File: src/rtl/demux_pkg.sv
`default_nettype none
// +------------------------------------------------------------------+
// | demux_pkg                                                        |
// | Shared encodings, widths and slot state for the 1x3 demux.       |
// | Revision: 1.0                                                    |
// +------------------------------------------------------------------+
package demux_pkg;

    localparam logic [1:0] SEL_00 = 2'b00;
    localparam logic [1:0] SEL_01 = 2'b01;
    localparam logic [1:0] SEL_10 = 2'b10;

    localparam int DEF_DATA_WIDTH = 11;
    localparam int CNT_WIDTH      = 16;
    localparam int NUM_DEST       = 3;

    typedef enum logic [0:0] {
        EMPTY = 1'b0,
        FULL  = 1'b1
    } slot_state_t;

    // Bit 1 of the select dominates, so 2'b11 folds onto destination 10.
    function automatic logic [NUM_DEST-1:0] sel_onehot(input logic [1:0] sel);
        logic [NUM_DEST-1:0] w_onehot;
        w_onehot = '0;
        case (sel)
            SEL_00:  w_onehot[0] = 1'b1;
            SEL_01:  w_onehot[1] = 1'b1;
            SEL_10:  w_onehot[2] = 1'b1;
            default: w_onehot[2] = 1'b1;
        endcase
        return w_onehot;
    endfunction

endpackage
`default_nettype wire

File: src/rtl/demux_slot.sv
`default_nettype none
// +------------------------------------------------------------------+
// | demux_slot                                                       |
// | Single-entry valid/ready register, EMPTY/FULL, drain+refill.     |
// | Revision: 1.0                                                    |
// +------------------------------------------------------------------+
module demux_slot
    import demux_pkg::*;
#(
    parameter int DATA_WIDTH = DEF_DATA_WIDTH
) (
    input  logic                  clk,
    input  logic                  rst_n,
    input  logic                  i_wr_en,
    input  logic [DATA_WIDTH-1:0] i_wr_data,
    output logic                  o_wr_ready,
    output logic [DATA_WIDTH-1:0] o_rd_data,
    output logic                  o_rd_valid,
    input  logic                  i_rd_ready
);

    slot_state_t           r_state;
    slot_state_t           w_state_nxt;
    logic [DATA_WIDTH-1:0] r_data;
    logic [DATA_WIDTH-1:0] w_data_nxt;

    always_ff @(posedge clk or negedge rst_n) begin
        if (!rst_n) begin
            r_state <= EMPTY;
            r_data  <= '0;
        end else begin
            r_state <= w_state_nxt;
            r_data  <= w_data_nxt;
        end
    end

    // The parent only raises i_wr_en while o_wr_ready is high.
    always_comb begin
        w_state_nxt = r_state;
        w_data_nxt  = r_data;
        case (r_state)
            EMPTY: begin
                if (i_wr_en) begin
                    w_state_nxt = FULL;
                    w_data_nxt  = i_wr_data;
                end
            end
            FULL: begin
                if (i_wr_en) begin
                    w_data_nxt = i_wr_data;
                end else if (i_rd_ready) begin
                    w_state_nxt = EMPTY;
                end
            end
            default: w_state_nxt = EMPTY;
        endcase
    end

    assign o_wr_ready = (r_state == EMPTY) || i_rd_ready;
    assign o_rd_valid = (r_state == FULL);
    assign o_rd_data  = r_data;

endmodule
`default_nettype wire

File: src/rtl/stream_demux_1x3.sv
`default_nettype none
// +------------------------------------------------------------------+
// | stream_demux_1x3                                                 |
// | Routes one input stream to three buffered destinations.          |
// | Optional per-slot accept counters: STREAM_DEMUX_COUNT_EN.        |
// | Revision: 1.0                                                    |
// +------------------------------------------------------------------+
module stream_demux_1x3
    import demux_pkg::*;
#(
    parameter int DATA_WIDTH = DEF_DATA_WIDTH
) (
    input  logic                  clk,
    input  logic                  rst_n,
    input  logic [DATA_WIDTH-1:0] in_data,
    input  logic [1:0]            select_1x3,
    input  logic                  in_valid,
    output logic                  in_ready,
    output logic [DATA_WIDTH-1:0] out_00,
    output logic [DATA_WIDTH-1:0] out_01,
    output logic [DATA_WIDTH-1:0] out_10,
    output logic                  out_00_valid,
    output logic                  out_01_valid,
    output logic                  out_10_valid,
    input  logic                  out_00_ready,
    input  logic                  out_01_ready,
    input  logic                  out_10_ready
`ifdef STREAM_DEMUX_COUNT_EN
    ,
    output logic [CNT_WIDTH-1:0]  cnt_00,
    output logic [CNT_WIDTH-1:0]  cnt_01,
    output logic [CNT_WIDTH-1:0]  cnt_10
`endif
);

    logic [NUM_DEST-1:0]   w_sel;
    logic [NUM_DEST-1:0]   w_slot_ready;
    logic [NUM_DEST-1:0]   w_wr_en;
    logic [NUM_DEST-1:0]   w_out_valid;
    logic [NUM_DEST-1:0]   w_out_ready;
    logic [DATA_WIDTH-1:0] w_out_data [NUM_DEST];

    assign w_sel       = sel_onehot(select_1x3);
    assign w_out_ready = {out_10_ready, out_01_ready, out_00_ready};

    // in_ready must not look at in_valid, so it is formed before the valid gate.
    assign in_ready = |(w_sel & w_slot_ready);
    assign w_wr_en  = w_sel & w_slot_ready & {NUM_DEST{in_valid}};

    for (genvar g = 0; g < NUM_DEST; g++) begin : g_slot
        demux_slot #(
            .DATA_WIDTH (DATA_WIDTH)
        ) u_slot (
            .clk        (clk),
            .rst_n      (rst_n),
            .i_wr_en    (w_wr_en[g]),
            .i_wr_data  (in_data),
            .o_wr_ready (w_slot_ready[g]),
            .o_rd_data  (w_out_data[g]),
            .o_rd_valid (w_out_valid[g]),
            .i_rd_ready (w_out_ready[g])
        );
    end

    assign out_00       = w_out_data[0];
    assign out_01       = w_out_data[1];
    assign out_10       = w_out_data[2];
    assign out_00_valid = w_out_valid[0];
    assign out_01_valid = w_out_valid[1];
    assign out_10_valid = w_out_valid[2];

`ifdef STREAM_DEMUX_COUNT_EN
    for (genvar g = 0; g < NUM_DEST; g++) begin : g_cnt
        logic [CNT_WIDTH-1:0] r_cnt;

        always_ff @(posedge clk or negedge rst_n) begin
            if (!rst_n) begin
                r_cnt <= '0;
            end else if (w_wr_en[g] && (r_cnt != '1)) begin
                r_cnt <= r_cnt + CNT_WIDTH'(1);
            end
        end
    end

    assign cnt_00 = g_cnt[0].r_cnt;
    assign cnt_01 = g_cnt[1].r_cnt;
    assign cnt_10 = g_cnt[2].r_cnt;
`endif

endmodule
`default_nettype wire

File: config.mk
export PLATFORM = sky130hd
export DESIGN_NAME = stream_demux_1x3
export DESIGN_NICKNAME = d
export VERILOG_FILES = /design/src/rtl/demux_pkg.sv /design/src/rtl/demux_slot.sv /design/src/rtl/stream_demux_1x3.sv
export SDC_FILE = /design/constraint.sdc
export NUM_CORES = 1
export LEC_CHECK = 0
export CORE_MARGIN = 4
export CORE_UTILIZATION = 43
export CTS_BUF_LIST = sky130_fd_sc_hd__clkbuf_16
export CTS_CLUSTER_SIZE = 24
export DETAILED_ROUTE_END_ITERATION = 10
export PLACE_DENSITY = 0.83
export SLEW_MARGIN = 0
export SYNTH_ARGS = -nofsm -noshare
export SYNTH_HDL_FRONTEND = slang
export SYNTH_SLANG_ARGS = --single-unit
File: constraint.sdc
create_clock -name clk -period 1.6 [get_ports clk]
set_clock_uncertainty 0.2 [all_clocks]
set_input_delay 0.32 -clock clk [delete_from_list [all_inputs] [get_ports clk]]
set_output_delay 0.32 -clock clk [all_outputs]
set_load 0.01 [all_outputs]
After elaboration in Yosys (flattened, before gate mapping)
Cells that the tools add are included.
{"block": "classes", "n_mux": 18, "n_reduce_logical": 6, "n_bitwise": 5, "eq_ne": 1}
{"operator": "$mux 11", "count": 3}
{"operator": "$mux 1", "count": 12}
{"operator": "$and 3x3->3", "count": 2}
{"operator": "$pmux 1 s2", "count": 3}
{"operator": "$logic_or 1x1->1", "count": 3}
{"operator": "$not 1->1", "count": 3}
{"operator": "$reduce_or 3->1", "count": 1}
{"operator": "$eq 2x1->1 const B", "count": 1}
{"operator": "$logic_not 2->1", "count": 1}
{"operator": "$reduce_or 2->1", "count": 1}
{"block": "word_totals", "elab_cells": 36, "input_bits": 19, "register_bits": 36, "output_inout_bits": 37}

Longest topological paths before layout
{"block": "logic_depth", "depth_word": 7, "mapped_depth": 4, "mapped_depth_nobuf": 3}

Cells and area by module
From an unflattened synthesis, not the netlist that was laid out.
{"block": "unflattened", "hier_cells": 84, "hier_area_um2": 1493.9}
{"mod": "demux_slot", "n_inst": 3, "seq_area_each_um2": 300.3, "cells_per_inst": 26, "area_each_um2": 481.7}
{"mod": "stream_demux_1x3", "n_inst": 1, "seq_area_each_um2": 0.0, "cells_per_inst": 6, "area_each_um2": 48.8}

Worst setup path before layout
OpenSTA, ideal clock, no wires.
{"block": "synth_path", "kind": "reg2reg", "from": "register g_slot[2].u_slot.r_state", "to": "register g_slot[2].u_slot.r_data[0]", "path_buffers": 1, "required_ns": 1.275, "setup_slack_ns": 0.139, "t_arrival_ns": 1.136, "period_less_slack_ns": 1.461, "stages_incl_launch_ff": 5, "setup_ns": 0.125, "cell_sequence": "dfrtp_1 -> nand2b_1 -> nor2b_2 -> buf_6 -> mux2_2"}
{"block": "synth_via", "elab_chain_len": 4}
{"item": "start: declaration", "line": "demux_slot.sv:22", "rtl": "slot_state_t r_state;"}
{"item": "start signal: assignment", "line": "demux_slot.sv:32", "rtl": "r_state <= w_state_nxt;"}
{"item": "$not 1->1", "line": "demux_slot.sv:41, demux_slot.sv:59"}
{"item": "$logic_or 1x1->1", "line": "demux_slot.sv:59", "rtl": "assign o_wr_ready = (r_state == EMPTY) || i_rd_ready;"}
{"item": "$and 3x3->3 (2 in a row)", "line": "stream_demux_1x3.sv:48", "rtl": "assign w_wr_en = w_sel & w_slot_ready & {NUM_DEST{in_valid}};"}
{"item": "end signal: assignment", "line": "demux_slot.sv:33", "rtl": "r_data <= w_data_nxt;"}
{"item": "end: declaration", "line": "demux_slot.sv:24", "rtl": "logic [DATA_WIDTH-1:0] r_data;"}
No other way between the ends.
A chain may end at the register's enable or synchronous reset.

Worst setup path in the final report
{"block": "layout_path", "from": "register g_slot[0].u_slot.r_state", "to": "output in_ready"}
{"block": "layout_via", "elab_chain_len": 4}
{"item": "start: declaration", "line": "demux_slot.sv:22"}
{"item": "start signal: assignment", "line": "demux_slot.sv:32"}
{"item": "$not 1->1", "line": "demux_slot.sv:59"}
{"item": "$logic_or 1x1->1", "line": "demux_slot.sv:59"}
{"item": "$and 3x3->3", "line": "stream_demux_1x3.sv:47", "rtl": "assign in_ready = |(w_sel & w_slot_ready);"}
{"item": "$reduce_or 3->1", "line": "stream_demux_1x3.sv:47"}
{"item": "end: declaration", "line": "stream_demux_1x3.sv:18", "rtl": "output logic in_ready,"}
No other way between the ends.

==> metrics.md <==
| Metric | Value |
|---|---|
| Total iterations of the first detailed-routing run | `4` |
| Timing-limited maximum frequency | `614 MHz` |
| Remaining DRCs | `0` |
| Post-place instance area | `around 2100 sq um` |
| Setup TNS | `-29.4 ps` |
| TritonCTS clock tree | `yes` |
| Die Span Y | `between 60 and 70 microns` |
| Average via count per standard cell | `roughly 4.8` |
| H-tree level count | `2` |
| Kind of critical path | `reg2out` |
| Layout cell share with drive strength beyond 1 | `around two fifths` |
| Failing checks | `negative setup slack` |
| Number of synthesized register bits | `36` |
| GR Util All Layers | `19.3%` |
| TritonCTS Sinks | `36` |
| Final design utilization | `between 70% and 80%` |
| Detail Placement HPWL | `approximately 2400 microns` |
| Yosys warning total | `0` |
| Number of buffers created by CTS | `5` |
| Post-synth net total | `about 110` |
| Worst slew margin relative to its limit | `87.2%` |
| Final min period | `roughly 1600 ps` |
| Pwr Density | `~1200 nW/um^2` |
| Standard cell with the maximum stage delay on the critical path | `sky130_fd_sc_hd__dfrtp_2` |
| Final worst path period share | `102%` |
| Die Footprint | `4420 sq um` |
| Number of primary I/O pins | `56` |
| Clock transition at the registers of the reported paths | `60 ps` |
| Number of hold violations in the final report | `0` |
| Lkg Pwr | `about 1.2 nW` |
| Worst Reg2Reg Path Length in Cells | `5` |
| Seq pwr share | `42.1%` |
| Layer carrying the most global-route usage | `met2` |
| Weighted congestion at the end of routability-driven global placement | `~0.7` |
| Critical Path AT | `1110 ps` |
| # port buffers | `55` |
| Syn Inst Count | `just under 90` |
| Total congestion overflow | `0` |
| RSZ-0062 raised after global routing | `yes` |
| Met1 GRT Util | `22.1%` |
| Crit. End Element | `output port` |
| Net count, final | `180` |
| Setup WS post-layout | `-29.4 ps` |
| Area contributors post-synth | `sky130_fd_sc_hd__dfrtp_1 (61%), sky130_fd_sc_hd__mux2_2 (15%), sky130_fd_sc_hd__mux2_4 (12%)` |
| Standard-cell row count | `20` |
| Fillers | `between 200 and 250` |
| Category of the worst setup path launch point | `flip-flop` |
| Largest net degree at the start of global routing | `37` |
| Main combinational cell family by area after synthesis | `multiplexers` |
| Final std cell area, no fill | `between 2000 and 2500 sq um` |
| Multiplexer share of the synthesized area | `29.0%` |
| Logic pwr share | `25.6%` |
| Fin. max-slew vios | `0` |
| Via count | `between 900 and 1000` |
| Post-placement worst setup slack | `-590 ps` |
| Core Box Area | `3150 sq um` |
| Compound-gate portion of the synthesized area | `0.340%` |
| Number of global-route vias before repair | `between 1000 and 1500` |
| Worst reg2reg path endpoint | `g_slot[2].u_slot.o_rd_data[8]$_DFFE_PN0P_` |
| Yosys cell types | `15` |
| Worst-Skew Late Latency | `about 280 ps` |
| Basic-gate share of the synthesized area counting and, or, nand and nor cells | `~6.6%` |
| Dpl cells | `193` |
| Switching power as a share of total power | `around a quarter` |
| Fraction of met2 tracks used by global routing | `roughly a third` |
| Cell internal pwr | `0.00208 W` |
| Fin cells | `~210` |
| Transition time at the pin with the least slew margin | `between 150 and 200 ps` |
| Number of buffers between clock root and the deepest sink | `2` |
| Ordered list of cells on the worst path | `nand2b_4, mux2i_1, o21ai_1, buf_2` |
| Total of max-cap violations | `0` |
| Origin of the critical flop-to-flop path | `g_slot[2].u_slot.o_rd_valid$_DFF_PN0_` |
| Syn_area_per_cell | `16.9 sq um` |
| Share of the synthesized area in the top cell type | `61.2%` |
| Post-synthesis share of cell area spent on full adders, half adders and majority gates | `0%` |
| Cell taking the most area after synthesis | `sky130_fd_sc_hd__dfrtp_1` |
| Initial antenna violation count | `0` |
| Floorplan die width | `approximately 67 microns` |
| Number of hold buffers added after cts | `0` |
| Initial detailed-routing violation count | `33` |
| Clock share of power | `32.2%` |
| Setup slack on the worst flop-to-flop path | `roughly 30 ps` |
| WP data required | `1080 ps` |
| Peak per-stage delay on the critical path | `430 ps` |
| Area growth from synthesis to layout | `58.7%` |
| Sum of routed wire length over all layers | `~3700 microns` |
| WL per Instance | `~18 microns` |
| Status | `finished with violations` |
| Antenna diode instance count | `0` |
| Post-synthesis cell area | `between 1000 and 1500 sq um` |
| Final setup violation count | `1` |
| Critical path fanouts, max | `2` |
| Global-route track usage on met3 | `7.76%` |
| Wire length of the first global-routing pass | `6070 microns` |
| Reported net switching power | `roughly 0.00074 W` |
| Worst min-delay path class | `in2async` |
| XOR/XNOR share of the synthesized area | `0%` |
| Number of nets with antenna violations after detailed routing | `0` |
| Initial cell density of the core | `46.7%` |
| Sequential fraction of the synthesis area | `approximately 60%` |
| Max IR drop VDD | `between 0.9 and 1 mV` |
| Library cell used as clock root buffer | `sky130_fd_sc_hd__clkbuf_16` |
registers in the layout, indices dropped and copies added, names as in the netlist:
name / count
g_slot.u_slot.o_rd_valid: 3
g_slot.u_slot.o_rd_data: 33
placed cells by master, fill, tap and decap left out:
master                            instances
sky130_fd_sc_hd__dlymetal6s2s_1           2
sky130_fd_sc_hd__buf_12                   3
sky130_fd_sc_hd__buf_6                    4
sky130_fd_sc_hd__nand2b_4                 3
sky130_fd_sc_hd__mux2_2                  16
sky130_fd_sc_hd__buf_4                    8
sky130_fd_sc_hd__dlygate4sd2_1           39
sky130_fd_sc_hd__dfrtp_2                  1
sky130_fd_sc_hd__nand3b_4                 2
sky130_fd_sc_hd__mux2_1                   1
sky130_fd_sc_hd__clkdlybuf4s50_1         12
sky130_fd_sc_hd__dfrtp_1                 35
sky130_fd_sc_hd__mux2_4                  16
sky130_fd_sc_hd__nand2_1                  6
sky130_fd_sc_hd__mux2i_1                  1
sky130_fd_sc_hd__o21ai_1                  1
sky130_fd_sc_hd__nor2b_4                  2
sky130_fd_sc_hd__clkinv_2                 1
sky130_fd_sc_hd__clkbuf_16                5
sky130_fd_sc_hd__and3_4                   1
sky130_fd_sc_hd__inv_1                    1
sky130_fd_sc_hd__buf_2                    1
Yosys cell counts:
master                     number
sky130_fd_sc_hd__buf_12         1
sky130_fd_sc_hd__nand2b_2       1
sky130_fd_sc_hd__mux2_1         1
sky130_fd_sc_hd__and3_4         1
sky130_fd_sc_hd__nand2_1        6
sky130_fd_sc_hd__o21ai_0        1
sky130_fd_sc_hd__nor2b_4        1
sky130_fd_sc_hd__mux2_2        20
sky130_fd_sc_hd__buf_6          2
sky130_fd_sc_hd__nand3b_4       1
sky130_fd_sc_hd__mux2_4        12
sky130_fd_sc_hd__dfrtp_1       36
sky130_fd_sc_hd__mux2i_1        1
sky130_fd_sc_hd__nor2b_2        1
sky130_fd_sc_hd__nand2b_1       2
timing repair:
action | CTS | global route
pin swaps | 2 | 1
gates resized for setup | 55 | 7
buffers inserted | 3 | 1
setup endpoints to repair | 70 | 22
cloned | 1 | 0
power by group through the flow:
stage,combinational (W),sequential [W],clock (W)
after floorplan,0.000235,0.00127,0
after global placement,0.000794,0.00119,0
after detailed placement,0.000812,0.00120,0
after CTS,0.000717,0.00118,0.000917
after global routing,0.000773,0.00121,0.000977
final,0.000722,0.00119,0.000908
through the flow:
stage	hold WS (ps)	power [W]
after floorplan	-176	0.00150
after global placement	271	0.00198
after detailed placement	275	0.00201
after CTS	220	0.00282
after global routing	224	0.00296
final	226	0.00281
routing by layer:
metal  up-vias  part of all wire [%]
li1        456                     -
met1       493                    39
met2        31                    54
met5         -                     0
met4         0                   1.7
met3         5                   5.4
worst max-delay path: cells and delay by family (launching register included):
family / cells / cell delay (ps)
AO/OA/AOI/OAI: 1 / 110
flip-flops: 1 / 430
AND/OR/NAND/NOR: 1 / 90
multiplexers: 1 / 60
buffers and inverters: 1 / 140
layout make-up:
class                      count  area [sq um]  area share [%]
clock inverter                 2          8.76           0.375
timing repair buffer          69           657            28.1
multi-input combinational     49           589            25.2
tap                           44          55.1            2.36
clock buffer                   5           125            5.35
sequential                    36           902            38.6
how the worst max path moves through the flow:
stage	slack [ps]	to	cells past startpoint	start
after global placement	-570	in_ready	5	out_00_ready
after detailed placement	-590	in_ready	5	out_00_ready
after CTS	-130	in_ready	5	out_00_ready
after global routing	-70	in_ready	4	g_slot[0].u_slot.o_rd_valid$_DFF_PN0_
after floorplan	140	g_slot[2].u_slot.o_rd_data[0]$_DFFE_PN0P_	4	g_slot[2].u_slot.o_rd_valid$_DFF_PN0_
final	-30	in_ready	4	g_slot[0].u_slot.o_rd_valid$_DFF_PN0_
kinds of logic (layout without fill, tap and decap cells):
| family | Yosys count | after routing |
|---|---|---|
| AOI/OAI and AO/OA | 1 | 1 |
| buffers and inverters | 3 | 76 |
| DFF | 36 | 36 |
| muxes | 34 | 34 |
| and+or+nand+nor | 13 | 14 |
Note: power is estimated with default switching activity, not from simulation.
